===== src/rtl/fadd_pkg.sv =====
// Shared constants and reference arithmetic for the registered ripple-carry adder.
package fadd_pkg;

    localparam int MAX_WIDTH = 64;

    // Reference {c_out, sum} for an adder of the given width; operand bits above width are ignored.
    function automatic logic [MAX_WIDTH:0] ref_sum(
        input logic [MAX_WIDTH-1:0] a,
        input logic [MAX_WIDTH-1:0] b,
        input logic                 c_in,
        input int unsigned          width
    );
        logic [MAX_WIDTH-1:0] mask;
        if (width >= MAX_WIDTH) begin
            mask = {MAX_WIDTH{1'b1}};
        end else begin
            mask = (64'd1 << width) - 64'd1;
        end
        return {1'b0, a & mask} + {1'b0, b & mask} + {{MAX_WIDTH{1'b0}}, c_in};
    endfunction

endpackage


===== src/rtl/full_adder_cell.sv =====
// One bit of the ripple-carry chain: purely combinational full adder.
module full_adder_cell (
    input  logic a,
    input  logic b,
    input  logic cin,
    output logic s,
    output logic cout
);
    assign s    = a ^ b ^ cin;
    assign cout = (a & b) | (cin & (a ^ b));
endmodule


===== src/rtl/full_adder_top.sv =====
// Parameterised ripple-carry adder with optional one-cycle output register stage.
module full_adder_top
    import fadd_pkg::*;
#(
    parameter int WIDTH        = 1,
    parameter bit PASS_THROUGH = 1'b0
) (
    input  logic             clk,
    input  logic             rst_n,
    input  logic             in_valid,
    input  logic [WIDTH-1:0] a,
    input  logic [WIDTH-1:0] b,
    input  logic             c_in,
    output logic [WIDTH-1:0] sum,
    output logic             c_out,
    output logic             ovf,
    output logic             out_valid
);
    typedef struct packed {
        logic [WIDTH-1:0] sum;
        logic             c_out;
        logic             ovf;
    } result_t;

    logic [WIDTH:0]   carry_s;
    logic [WIDTH-1:0] sum_s;
    result_t          comb_s;

    assign carry_s[0] = c_in;

    for (genvar gi = 0; gi < WIDTH; gi++) begin : g_chain
        full_adder_cell u_cell (
            .a    (a[gi]),
            .b    (b[gi]),
            .cin  (carry_s[gi]),
            .s    (sum_s[gi]),
            .cout (carry_s[gi+1])
        );
    end

    // Signed overflow: carry into the MSB disagrees with carry out of it.
    assign comb_s.sum   = sum_s;
    assign comb_s.c_out = carry_s[WIDTH];
    assign comb_s.ovf   = carry_s[WIDTH-1] ^ carry_s[WIDTH];

    if (PASS_THROUGH) begin : g_comb
        assign sum       = comb_s.sum;
        assign c_out     = comb_s.c_out;
        assign ovf       = comb_s.ovf;
        assign out_valid = in_valid;
    end else begin : g_reg
        result_t res_r;
        logic    valid_r;

        // Result capture: only a valid cycle loads, so idle operands never reach the outputs.
        always_ff @(posedge clk or negedge rst_n) begin
            if (!rst_n) begin
                res_r   <= '0;
                valid_r <= 1'b0;
            end else begin
                valid_r <= in_valid;
                if (in_valid) begin
                    res_r <= comb_s;
                end else begin
                    res_r <= res_r;
                end
            end
        end

        assign sum       = res_r.sum;
        assign c_out     = res_r.c_out;
        assign ovf       = res_r.ovf;
        assign out_valid = valid_r;
    end

endmodule


===== config.mk =====
export PLATFORM = sky130hd
export DESIGN_NAME = full_adder_top
export DESIGN_NICKNAME = d
export VERILOG_FILES = /design/src/rtl/fadd_pkg.sv /design/src/rtl/full_adder_cell.sv /design/src/rtl/full_adder_top.sv
export SDC_FILE = /design/constraint.sdc
export NUM_CORES = 1
export LEC_CHECK = 0
export ABC_AREA = 1
export BUFFER_PORTS_ARGS = -buffer_cell sky130_fd_sc_hd__clkbuf_2
export CORE_AREA = 2 2 39 41
export CTS_CLUSTER_DIAMETER = 150
export DETAILED_ROUTE_END_ITERATION = 10
export DIE_AREA = 0 0 41 43
export HOLD_SLACK_MARGIN = 0.08
export SLEW_MARGIN = 15
export SYNTH_ARGS = -nofsm -noshare
export SYNTH_HDL_FRONTEND = slang
export SYNTH_SLANG_ARGS = --single-unit

===== constraint.sdc =====
create_clock -name clk -period 0.8 [get_ports clk]
set_clock_uncertainty 0.1 [all_clocks]
set_input_delay 0.24 -clock clk [delete_from_list [all_inputs] [get_ports clk]]
set_output_delay 0.24 -clock clk [all_outputs]
set_load 0.05 [all_outputs]

* After elaboration in Yosys (flattened, before gate mapping) *
Cells that the tools add are included.

storage, ports and cells
  register bits = 4
  bits of input ports = 6
  output and inout port bits = 4
  logic and storage cells = 10

cells by class
  bitwise logic cells = 6

operators with widths
  operator           number
  bitwise XOR 1 bit  3
  AND 1 bit          2
  bitwise OR 1 bit   1

* Logic depth before layout (Yosys ltp) *
Gate-level depths: netlist of run 1.

  word-level depth = 4
  depth in mapped cells = 5
  gate-level depth less buffers = 5

* Cells and area by module *
Synthesis of run 1 repeated with hierarchy kept, for this count alone.

second synthesis, totals
  cells, all modules = 18
  area, all modules = 175.2 um2

by module, submodules not included
  module           times used  cells an instance  area each (um2)  seq. area each (um2)
  full_adder_top   1           17                 155.1            100.1
  full_adder_cell  1           1                  20.0             0.0

* Least setup slack after synthesis of run 1 *
OpenSTA, ideal clock, no wires.

  kind = input port to flip-flop
  start = input a
  end = register g_reg.res_r (netlist bit ovf)
  setup time = 118 ps
  arrival time = 889 ps
  data required time = 582 ps
  slack = -307 ps
  stages = 5
  path buffers = 0
  cells stage by stage = fa_1 > inv_1 > nand2_1 > nand3_1 > nand2_1

between the ends
  longest elaborated chain between the ends = 4
  elaborated cells on any way between the ends = 5
  classes of those cells = 5 x bitwise

RTL lines
  item                   line                   source
  start, declared        full_adder_top.sv:11   input logic [WIDTH-1:0] a,
  bitwise XOR 1 bit      full_adder_cell.sv:10  assign cout = (a & b) | (cin & (a ^ b));
  AND 1 bit              full_adder_cell.sv:10
  bitwise OR 1 bit (*)   full_adder_cell.sv:10
  bitwise XOR 1 bit (*)  full_adder_top.sv:44   assign comb_s.ovf = carry_s[WIDTH-1] ^ carry_s[WIDTH];
  end signal, assigned   full_adder_top.sv:63   res_r <= comb_s;
  end signal, assigned   full_adder_top.sv:65   res_r <= res_r;
  end, declared          full_adder_top.sv:52   result_t res_r;

Mark *: on every way between the ends. The rest lies on a longest branch, timed or not.
A chain may end at the register's enable or synchronous reset.

* Worst setup path after layout of run 1 *
  start = register g_reg.res_r (netlist bit c_out)
  end = output c_out

RTL lines
  item           line                  source
  end, declared  full_adder_top.sv:15  output logic c_out,

No word-level cell between the ends.

==> metrics.md, run 1 <==
| Metric | Value |
|---|---|
| Hold crit path type | `in2reg` |
| Avg Cell Area, Syn | `9.73 sq um` |
| Post-Synth Simple-Gate Area | `20.0%` |
| Arrival time worst endpoint | `0.80 ns` |
| Final Hold Viols | `0` |
| Seq/Total Area, Yosys | `57.1%` |
| First-pass GRT wire length | `524 um` |
| Cts hold-fix bufs | `1` |
| Initial antenna violation count | `0` |
| Outcome | `finished, violations left` |
| Adder and majority cell fraction of the synthesized area | `11.4%` |
| Wire length on met3 | `34 um` |
| Drt initial violations | `3` |
| Count of cell types in the netlist | `6` |
| Post-synth top area share | `57.1%` |
| Worst slew pin tran | `0.142 ns` |
| Slew Viols, Final | `0` |
| Ant. Diodes | `0` |
| Crit path cell chain | `buf_8` |
| LEAKAGE | `0.201 nW` |
| Synth top cells by count | `nand2_1, dfrtp_1, inv_1` |
| CP startpoint kind | `flip-flop` |
| Slew HR | `90.5%` |
| Clock latency on the worst-skew pair | `0.23 ns` |
| Initial Utilization | `12.7%` |
| DRT Pass-1 Iters | `4` |
| Layout Nets | `47` |
| Final core occ | `28.3%` |
| Crit path buffers/inverters | `1` |
| Number of remaining DRC errors | `0` |
| Vias | `178` |
| CTS tree | `done` |
| Synth area leader | `dfrtp_1` |
| Share of cells above drive strength 1 | `66.7%` |
| Post-DRT Antenna Nets | `0` |
| Die W | `41 um` |
| M1 WL | `170 um` |
| Fillers | `150` |
| Post-Syn Instances | `18` |
| Unrepaired setup endpoints after global routing | `true` |
| Top sig layer | `met3` |
| Critical Path RT | `0.46 ns` |
| Footprint of the multi-input gates | `68.8 sq um` |
| Top FF cell, synth | `dfrtp_1` |
| EDFF count, synth | `0` |
| CP endpoint kind | `primary output` |
| Critical path's slowest cell | `dfrtp_2` |
| Fin crit share | `142%` |
| Vias/cell | `3.24` |
| Cell Area, Placed | `277 sq um` |
| Compound-Gate Fraction of Synth Area | `5.00%` |
| HPWL Detailed | `297 um` |
| I/O pin count | `10` |
| Min Clock Period, post-route | `1.14 ns` |
| Area Overhead vs Synth | `124%` |
| Mux cell area share after synthesis | `0%` |
| Seq. cell area | `104 sq um` |
| #FFs+latches synth | `4` |
| Reg clk slew, reported paths | `0.04 ns` |
| Pwr per Cell Area | `2040 nW/um^2` |
| Largest family of logic cells by synthesized area | `simple AND/OR/NAND/NOR gates` |
| Clock tree sinks | `4` |
| Peak VDD IR | `0.000432 V` |
| Highest clock rate | `0.878 GHz` |
| Maximum clock insertion buffer count | `2` |
| WP depth | `1` |
| Count leader, synth | `nand2_1` |
| Vias in the first global route | `137` |
| Failing checks | `negative setup slack` |
| Synth warnings | `0` |
| WL final | `367 um` |
| Core ar. | `1380 sq um` |
| Die height | `43 um` |
| Synthesized area | `175 sq um` |
| Finished Cell Area | `392 sq um` |
| WL/cell | `6.67 um` |
| GRT Util Overall | `5.43%` |
| Total global routing overflow | `0` |
| Slack of the critical path | `-0.338 ns` |
| CP peak stage delay | `0.41 ns` |
| Worst R2R Path Depth | `4` |
| Synth async-reset ratio | `100%` |
| Post-Synthesis Net Count | `25` |
| Max-Cap Viols | `0` |
| TritonCTS Buffers | `3` |
| Largest delay share family, worst path | `flip-flops` |
| DIE AREA | `1760 sq um` |
| Routability cong. | `0.603` |
| Final setup viols | `7` |
| CP Max Fanout | `2` |
| Crit path kind | `reg2out` |
| Post-synthesis xor/xnor area fraction | `0%` |
| Port Buffers | `9` |
| Met2 wire length | `162 um` |
| Largest net degree at the start of global routing | `5` |
| Clk root buf | `clkbuf_4` |
| Hold Path Depth | `1` |
| Rows | `14` |
| H-tree depth | `1` |
| Area contributors post-synth | `dfrtp_1, nand2_1, fa_1` |
[final cells by class]
cell class,count,share of cell area [%]
multi-input combinational,11,17.6
tap,16,5.11
clock buffer,4,6.71
sequential,4,26.5
inverter,3,2.88
timing repair buffer,17,41.2
[metal layers]
| layer | track usage (%) | up-vias |
|---|---|---|
| met1 | 5.81 | 75 |
| met3 | 1.57 | 0 |
| met4 | 10.0 | 0 |
| met5 | 0 | - |
| li1 | - | 94 |
| met2 | 5.63 | 9 |
[metrics by stage]
step / setup TNS [ns] / setup slack, ns / instances / hold WS [ns] / power (W)
floorplan: -0.823 / -0.230 / 18 / -0.156 / 0.000354
global placement: -1.57 / -0.377 / 47 / -0.0528 / 0.000432
detailed placement: -1.60 / -0.383 / 47 / -0.0495 / 0.000434
CTS: -1.69 / -0.365 / 53 / 0.0614 / 0.000775
global route: -1.88 / -0.351 / 55 / 0.0694 / 0.000846
finish: -1.71 / -0.338 / 55 / 0.0690 / 0.000799
[cell families (layout without fill, tap and decap cells)]
family,count (synthesis),after routing
compound gates,1,1
simple gates,9,9
buf+inv,3,24
flops,4,4
fa+ha+maj,1,1
[where the power goes]
group	switching, W	internal, W
logic	0.000133	0.000143
clock network	0.0000892	0.000188
registers	0.0000184	0.000228
[state kept, by name (all words and copies together), names as in the netlist]
| signal | cells |
|---|---|
| c_out | 1 |
| out_valid | 1 |
| ovf | 1 |
| sum | 1 |
[cell usage in the layout, fill, tap and decap left out]
cell type	instances
o21ai_2	1
nand3_1	1
nand2_1	7
dlygate4sd3_1	1
buf_4	5
nand2_2	1
clkbuf_4	3
buf_6	3
clkbuf_2	4
inv_1	2
fa_2	1
dfrtp_1	1
inv_2	1
dfrtp_2	3
buf_8	4
clkbuf_1	1
[final timing paths]
path	from	end	slack [ns]
min in group asynchronous	rst_n	sum$_DFFE_PN0P_	0.24
min	in_valid	out_valid$_DFF_PN0_	0.07
max in group asynchronous	rst_n	c_out$_DFFE_PN0P_	0.22
min reg2reg	c_out$_DFFE_PN0P_	c_out$_DFFE_PN0P_	0.49
max	c_out$_DFFE_PN0P_	c_out	-0.34
max reg2reg	sum$_DFFE_PN0P_	sum$_DFFE_PN0P_	-0.16
[timing repair]
action	in CTS	in global routing
resized for setup	9	8
buffers inserted	1	3
pin swaps	1	1
endpoints found under the hold margin	5	1
setup endpoints to repair	7	7
No activity file was read; power rests on OpenSTA's default activity.
==> run 2: changes to the inputs <==
--- a/config.mk
+++ b/config.mk
@@ -9,6 +9,6 @@
 export BUFFER_PORTS_ARGS = -buffer_cell sky130_fd_sc_hd__clkbuf_2
-export CORE_AREA = 2 2 39 41
+export CORE_AREA = 5 5 42 44
 export CTS_CLUSTER_DIAMETER = 150
 export DETAILED_ROUTE_END_ITERATION = 10
-export DIE_AREA = 0 0 41 43
+export DIE_AREA = 0 0 47 49
 export HOLD_SLACK_MARGIN = 0.08
==> constraint.sdc (replaced) <==
create_clock -name clk -period 0.8 [get_ports clk]
set_clock_uncertainty 0.1 [all_clocks]
set_input_delay 0.16 -clock clk [delete_from_list [all_inputs] [get_ports clk]]
set_output_delay 0.16 -clock clk [all_outputs]
set_load 0.05 [all_outputs]
==> metrics.md, run 2 (same netlist as run 1, synthesis figures left out) <==
| Metric | Value |
|---|---|
| Outcome | `finished, violations left (unchanged)` |
| Failing checks | `negative hold slack, negative setup slack (was negative setup slack)` |
| Clk root buf | `clkbuf_4 (unchanged)` |
| Peak VDD IR | `0.000413 V (was 0.000432 V)` |
| H-tree depth | `1 (unchanged)` |
| Most common cell after layout, fill and taps aside | `nand2_1 (unchanged)` |
| Cts hold-fix bufs | `1 (unchanged)` |
| Slew Viols, Final | `0 (unchanged)` |
| First-pass GRT wire length | `703 um (was 524 um)` |
| Met2 usage | `4.75% (was 5.63%)` |
| Crit path kind | `reg2out (unchanged)` |
| LEAKAGE | `0.199 nW (was 0.201 nW)` |
| Slew HR | `89.5% (was 90.5%)` |
| Core ar. | `1400 sq um (was 1380 sq um)` |
| Min Clock Period, post-route | `1.06 ns (was 1.14 ns)` |
| Die W | `47 um (was 41 um)` |
| Pwr per Cell Area | `2030 nW/um^2 (was 2040 nW/um^2)` |
| Final core occ | `28.1% (was 28.3%)` |
| Maximum clock insertion buffer count | `2 (unchanged)` |
| Crit path buffers/inverters | `1 (unchanged)` |
| Seq. cell area | `104 sq um (unchanged)` |
| Arrival time worst endpoint | `0.80 ns (about the same)` |
| Int Pwr | `0.000555 W (was 0.000559 W)` |
| Number of remaining DRC errors | `0 (unchanged)` |
| GRT Util Overall | `4.75% (was 5.43%)` |
| Clock tree sinks | `4 (unchanged)` |
| Largest delay share family, worst path | `flip-flops (unchanged)` |
| Final setup viols | `7 (unchanged)` |
| Vias/cell | `3.41 (was 3.24)` |
| Largest net degree at the start of global routing | `5 (unchanged)` |
| Cell Area, Placed | `269 sq um (was 277 sq um)` |
| Rows | `14 (unchanged)` |
| Top Usage Layer GRT | `met4 (unchanged)` |
| Dpl ws | `-0.296 ns (was -0.383 ns)` |
| DRT Pass-1 Iters | `5 (was 4)` |
| Total power | `0.000799 W (about the same)` |
| Ant. Diodes | `0 (unchanged)` |
| Initial antenna violation count | `0 (unchanged)` |
| Final Hold Viols | `1 (was 0)` |
| Unrepaired setup endpoints after global routing | `true (unchanged)` |
| Slack of the critical path | `-0.256 ns (was -0.338 ns)` |
| Vias in the first global route | `202 (was 137)` |
| Met1 Usage GRT | `5.59% (was 5.81%)` |
| Critical Path RT | `0.54 ns (was 0.46 ns)` |
| CP Max Fanout | `2 (unchanged)` |
| Net Sw Frac | `30.5% (was 30.1%)` |
| Footprint of the multi-input gates | `78.8 sq um (was 68.8 sq um)` |
| CTS tree | `done (unchanged)` |
| Reg power frac | `31.1% (was 30.8%)` |
| CP peak stage delay | `0.41 ns (about the same)` |
| Fin crit share | `132% (was 142%)` |
| Routability cong. | `0.596 (was 0.603)` |
| Finished Cell Area | `394 sq um (was 392 sq um)` |
| Clock latency on the worst-skew pair | `0.24 ns (was 0.23 ns)` |
| Comb pwr share | `34.7% (was 34.5%)` |
| Total global routing overflow | `0 (unchanged)` |
| Hold crit path type | `in2reg (unchanged)` |
| Crit path cell chain | `buf_8 (unchanged)` |
| Share of cells above drive strength 1 | `73.7% (was 66.7%)` |
| CP endpoint kind | `primary output (unchanged)` |
| Vias | `184 (was 178)` |
| Worst Hold Slack | `-0.0120 ns (was 0.0690 ns)` |
| DIE AREA | `2300 sq um (was 1760 sq um)` |
| Highest clock rate | `0.947 GHz (was 0.878 GHz)` |
| Layout Nets | `46 (was 47)` |
| Port Buffers | `9 (unchanged)` |
| Worst slew pin tran | `0.157 ns (was 0.142 ns)` |
| WL final | `435 um (was 367 um)` |
| Initial Utilization | `12.5% (was 12.7%)` |
| HPWL Detailed | `324 um (was 297 um)` |
| Switching pwr | `0.000244 W (was 0.000241 W)` |
| Die height | `49 um (was 43 um)` |
| TritonCTS Buffers | `3 (unchanged)` |
| Commonest non-fill, non-tap cells in the layout | `nand2_1, clkbuf_2, buf_8, buf_4 (was nand2_1, buf_4, clkbuf_2, buf_8)` |
| Area Overhead vs Synth | `125% (was 124%)` |
| Fillers | `155 (was 150)` |
| CP startpoint kind | `flip-flop (unchanged)` |
| M3 GR Usage | `1.11% (was 1.57%)` |
| Max-Cap Viols | `0 (unchanged)` |
| Critical path's slowest cell | `dfrtp_2 (unchanged)` |
| I/O pin count | `10 (unchanged)` |
| Clock share of power | `34.2% (was 34.6%)` |
| Post-DRT Antenna Nets | `0 (unchanged)` |
| WL/cell | `8.06 um (was 6.67 um)` |
| Reg clk slew, reported paths | `0.04 ns (about the same)` |
| Drt initial violations | `2 (was 3)` |
run 2: changes by cell type in the layout (fill, tap and decap cells not counted):
| cell | previous run | this run |
|---|---|---|
| nand2_1 | 7 | 5 |
| nand2_2 | 1 | 3 |
| buf_4 | 5 | 4 |
| nand3_1 | 1 | 0 |
| nand3_2 | 0 | 1 |
run 2: metal layers:
metal | vias up | share of wire (%)
li1 | 92 | -
met1 | 78 | 41
met2 | 12 | 46
met3 | 2 | 7.1
met4 | 0 | 5.3
met5 | - | 0
run 2: final cells by class:
| class | count | area share [%] |
|---|---|---|
| sequential | 4 | 26.3 |
| multi-input combinational | 11 | 20.0 |
| inverter | 3 | 2.86 |
| clock buffer | 4 | 6.67 |
| tap | 16 | 5.08 |
| timing repair buffer | 16 | 39.0 |
run 2: through the flow:
stage	setup TNS (ns)	std cells
global placement	-0.999	46
detailed placement	-1.04	46
global route	-1.43	54
CTS	-1.28	52
finish	-1.24	54
floorplan	-0.418	18
run 2: final timing paths:
check,startpoint,end,slack [ns],depth (start not counted)
max in group asynchronous,rst_n,c_out$_DFFE_PN0P_,0.30,2
worst max-delay path,c_out$_DFFE_PN0P_,c_out,-0.26,1
worst max register to register,sum$_DFFE_PN0P_,sum$_DFFE_PN0P_,-0.16,4
worst min register to register,c_out$_DFFE_PN0P_,c_out$_DFFE_PN0P_,0.49,3
worst min-delay path,in_valid,out_valid$_DFF_PN0_,-0.01,1
min in group asynchronous,rst_n,sum$_DFFE_PN0P_,0.16,2
run 2: power groups by stage:
stage                     clock [W]  combinational (W)  sequential, W
after global routing       0.000303           0.000299       0.000251
after CTS                  0.000290           0.000237       0.000241
after floorplan                   0          0.0000351       0.000319
after detailed placement          0           0.000187       0.000242
final                      0.000274           0.000277       0.000248
after global placement            0           0.000187       0.000240
run 2: timing repair:
item	CTS	global route
setup endpoints to repair	6	6
setup buffers	2	2
pin swaps	1	2
endpoints found under the hold margin	6	1
resized for setup	8	11
==> run 3: changes to the inputs <==
Settings changed: REMOVE_ABC_BUFFERS set to 1, SLEW_MARGIN 15 to 20.
==> metrics.md, run 3 (same netlist as run 1, synthesis figures left out) <==
| Metric | Value |
|---|---|
| Outcome | `finished, violations left (unchanged)` |
| Failing checks | `negative hold slack, negative setup slack (unchanged)` |
| Setup crit start | `c_out$_DFFE_PN0P_ (unchanged)` |
| CP endpoint | `c_out (unchanged)` |
| First-pass GRT wire length | `738 um (was 703 um)` |
| Max-Cap Viols | `0 (unchanged)` |
| Total global routing overflow | `0 (unchanged)` |
| Highest clock rate | `0.965 GHz (was 0.947 GHz)` |
| GRT Util Overall | `5.23% (was 4.75%)` |
| Vias/cell | `3.72 (was 3.41)` |
| Crit path kind | `reg2out (unchanged)` |
| DRT Pass-1 Iters | `4 (was 5)` |
| Unrepaired setup endpoints after global routing | `true (unchanged)` |
| WP depth | `1 (unchanged)` |
| TritonCTS Buffers | `3 (unchanged)` |
| Fin crit share | `130% (was 132%)` |
| Drt initial violations | `5 (was 2)` |
| Worst Hold Slack | `-0.00873 ns (was -0.0120 ns)` |
| Pwr per Cell Area | `2000 nW/um^2 (was 2030 nW/um^2)` |
| LEAKAGE | `0.199 nW (about the same)` |
| Crit path buffers/inverters | `1 (unchanged)` |
| Clock latency on the worst-skew pair | `0.23 ns (was 0.24 ns)` |
| TNS Setup | `-1.16 ns (was -1.24 ns)` |
| Seq. cell area | `100 sq um (was 104 sq um)` |
| Die height | `49 um (unchanged)` |
| Final Hold Viols | `1 (unchanged)` |
| Post-DRT Antenna Nets | `0 (unchanged)` |
| Cts hold-fix bufs | `1 (unchanged)` |
| Arrival time worst endpoint | `0.78 ns (was 0.80 ns)` |
| Flop2flop setup slack | `-0.14 ns (was -0.16 ns)` |
| Area Overhead vs Synth | `117% (was 125%)` |
| Ant. Diodes | `0 (unchanged)` |
| Total power | `0.000762 W (was 0.000799 W)` |
| Hold crit path type | `in2reg (unchanged)` |
| CP startpoint kind | `flip-flop (unchanged)` |
| Crit path cell chain | `buf_8 (unchanged)` |
| Largest net degree at the start of global routing | `5 (unchanged)` |
| Slew HR | `91.0% (was 89.5%)` |
| Critical Path RT | `0.54 ns (about the same)` |
| CTS tree | `done (unchanged)` |
| Final core occ | `27.1% (was 28.1%)` |
| HPWL Detailed | `328 um (was 324 um)` |
| CP Max Fanout | `2 (unchanged)` |
| Critical path's slowest cell | `dfrtp_1 (was dfrtp_2)` |
| Reg clk slew, reported paths | `0.04 ns (about the same)` |
| CP peak stage delay | `0.39 ns (was 0.41 ns)` |
| Slack of the critical path | `-0.236 ns (was -0.256 ns)` |
| Port Buffers | `9 (unchanged)` |
| Vias | `197 (was 184)` |
| Rows | `14 (unchanged)` |
| Die W | `47 um (unchanged)` |
| Clk root buf | `clkbuf_4 (unchanged)` |
| Footprint of the multi-input gates | `76.3 sq um (was 78.8 sq um)` |
| Largest delay share family, worst path | `flip-flops (unchanged)` |
| Maximum clock insertion buffer count | `2 (unchanged)` |
| Number of remaining DRC errors | `0 (unchanged)` |
| Share of cells above drive strength 1 | `64.9% (was 73.7%)` |
| WL final | `460 um (was 435 um)` |
| Most common cell after layout, fill and taps aside | `nand2_1 (unchanged)` |
| I/O pin count | `10 (unchanged)` |
| Worst slew pin tran | `0.135 ns (was 0.157 ns)` |
| Final setup viols | `7 (unchanged)` |
| Worst R2R Path Depth | `4 (unchanged)` |
| R2R Path Start | `sum$_DFFE_PN0P_ (unchanged)` |
| WL/cell | `8.68 um (was 8.06 um)` |
| Clock tree sinks | `4 (unchanged)` |
| Min Clock Period, post-route | `1.04 ns (was 1.06 ns)` |
| Routability cong. | `0.581 (was 0.596)` |
| Layout Nets | `46 (unchanged)` |
| Slew Viols, Final | `0 (unchanged)` |
| DIE AREA | `2300 sq um (unchanged)` |
| Peak VDD IR | `0.000398 V (was 0.000413 V)` |
| Fillers | `160 (was 155)` |
| H-tree depth | `1 (unchanged)` |
| CP endpoint kind | `primary output (unchanged)` |
| Initial antenna violation count | `0 (unchanged)` |
| Worst reg2reg path endpoint | `sum$_DFFE_PN0P_ (unchanged)` |
| Initial Utilization | `12.5% (unchanged)` |
| Commonest non-fill, non-tap cells in the layout | `nand2_1, buf_4, dfrtp_1, clkbuf_2, buf_8 (was nand2_1, clkbuf_2, buf_8, buf_4)` |
| Vias in the first global route | `213 (was 202)` |
| Core ar. | `1400 sq um (unchanged)` |
run 3: cell count changes in the layout (fill, tap and decap cells not counted):
cell and change:
buf_4 +1, buf_6 -1, clkbuf_1 -1, dfrtp_1 +3, dfrtp_2 -3, nand2_1 +1, nand2_2 -1
run 3: report_power, final:
| group | switching [W] | internal, W |
|---|---|---|
| logic | 0.000139 | 0.000138 |
| clock network | 0.0000745 | 0.000167 |
| registers | 0.0000177 | 0.000226 |
run 3: metal layers:
layer	global-route usage (%)	wire [um]
met5	0	0
met3	0	47
met4	11.1	48
met2	5.66	199
met1	5.54	165
run 3: timing repair:
action                                  4_1_cts  5_1_grt
endpoints found under the setup margin        7        7
hold endpoints to repair                      6        1
buffers inserted                              3        2
pin swaps                                     3        2
resized for setup                            11       10
run 3: layout make-up:
type | instances | area share (%)
repair buffers | 16 | 39.5
flip-flops and latches | 4 | 26.3
multi-input cells | 11 | 20.1
clock buffers | 3 | 5.92
well taps | 16 | 5.26
inverters | 3 | 2.96
run 3: worst min path at each step:
stage | start | depth (start not counted) | end | slack [ns]
global route | in_valid | 1 | out_valid$_DFF_PN0_ | -0.01
finish | in_valid | 1 | out_valid$_DFF_PN0_ | -0.009
CTS | in_valid | 1 | out_valid$_DFF_PN0_ | -0.03
detailed placement | rst_n | 1 | sum$_DFFE_PN0P_ | -0.13
floorplan | rst_n | 0 | c_out$_DFFE_PN0P_ | -0.24
global placement | rst_n | 1 | ovf$_DFFE_PN0P_ | -0.13
run 3: metrics by stage:
| stage | setup slack [ns] | hold WS [ns] | cell area (sq um) | instances |
|---|---|---|---|---|
| floorplan | -0.227 | -0.236 | 175 | 18 |
| global placement | -0.379 | -0.133 | 270 | 47 |
| detailed placement | -0.388 | -0.128 | 270 | 47 |
| CTS | -0.259 | -0.0263 | 343 | 51 |
| global route | -0.264 | -0.0103 | 380 | 53 |
| finish | -0.236 | -0.00873 | 380 | 53 |
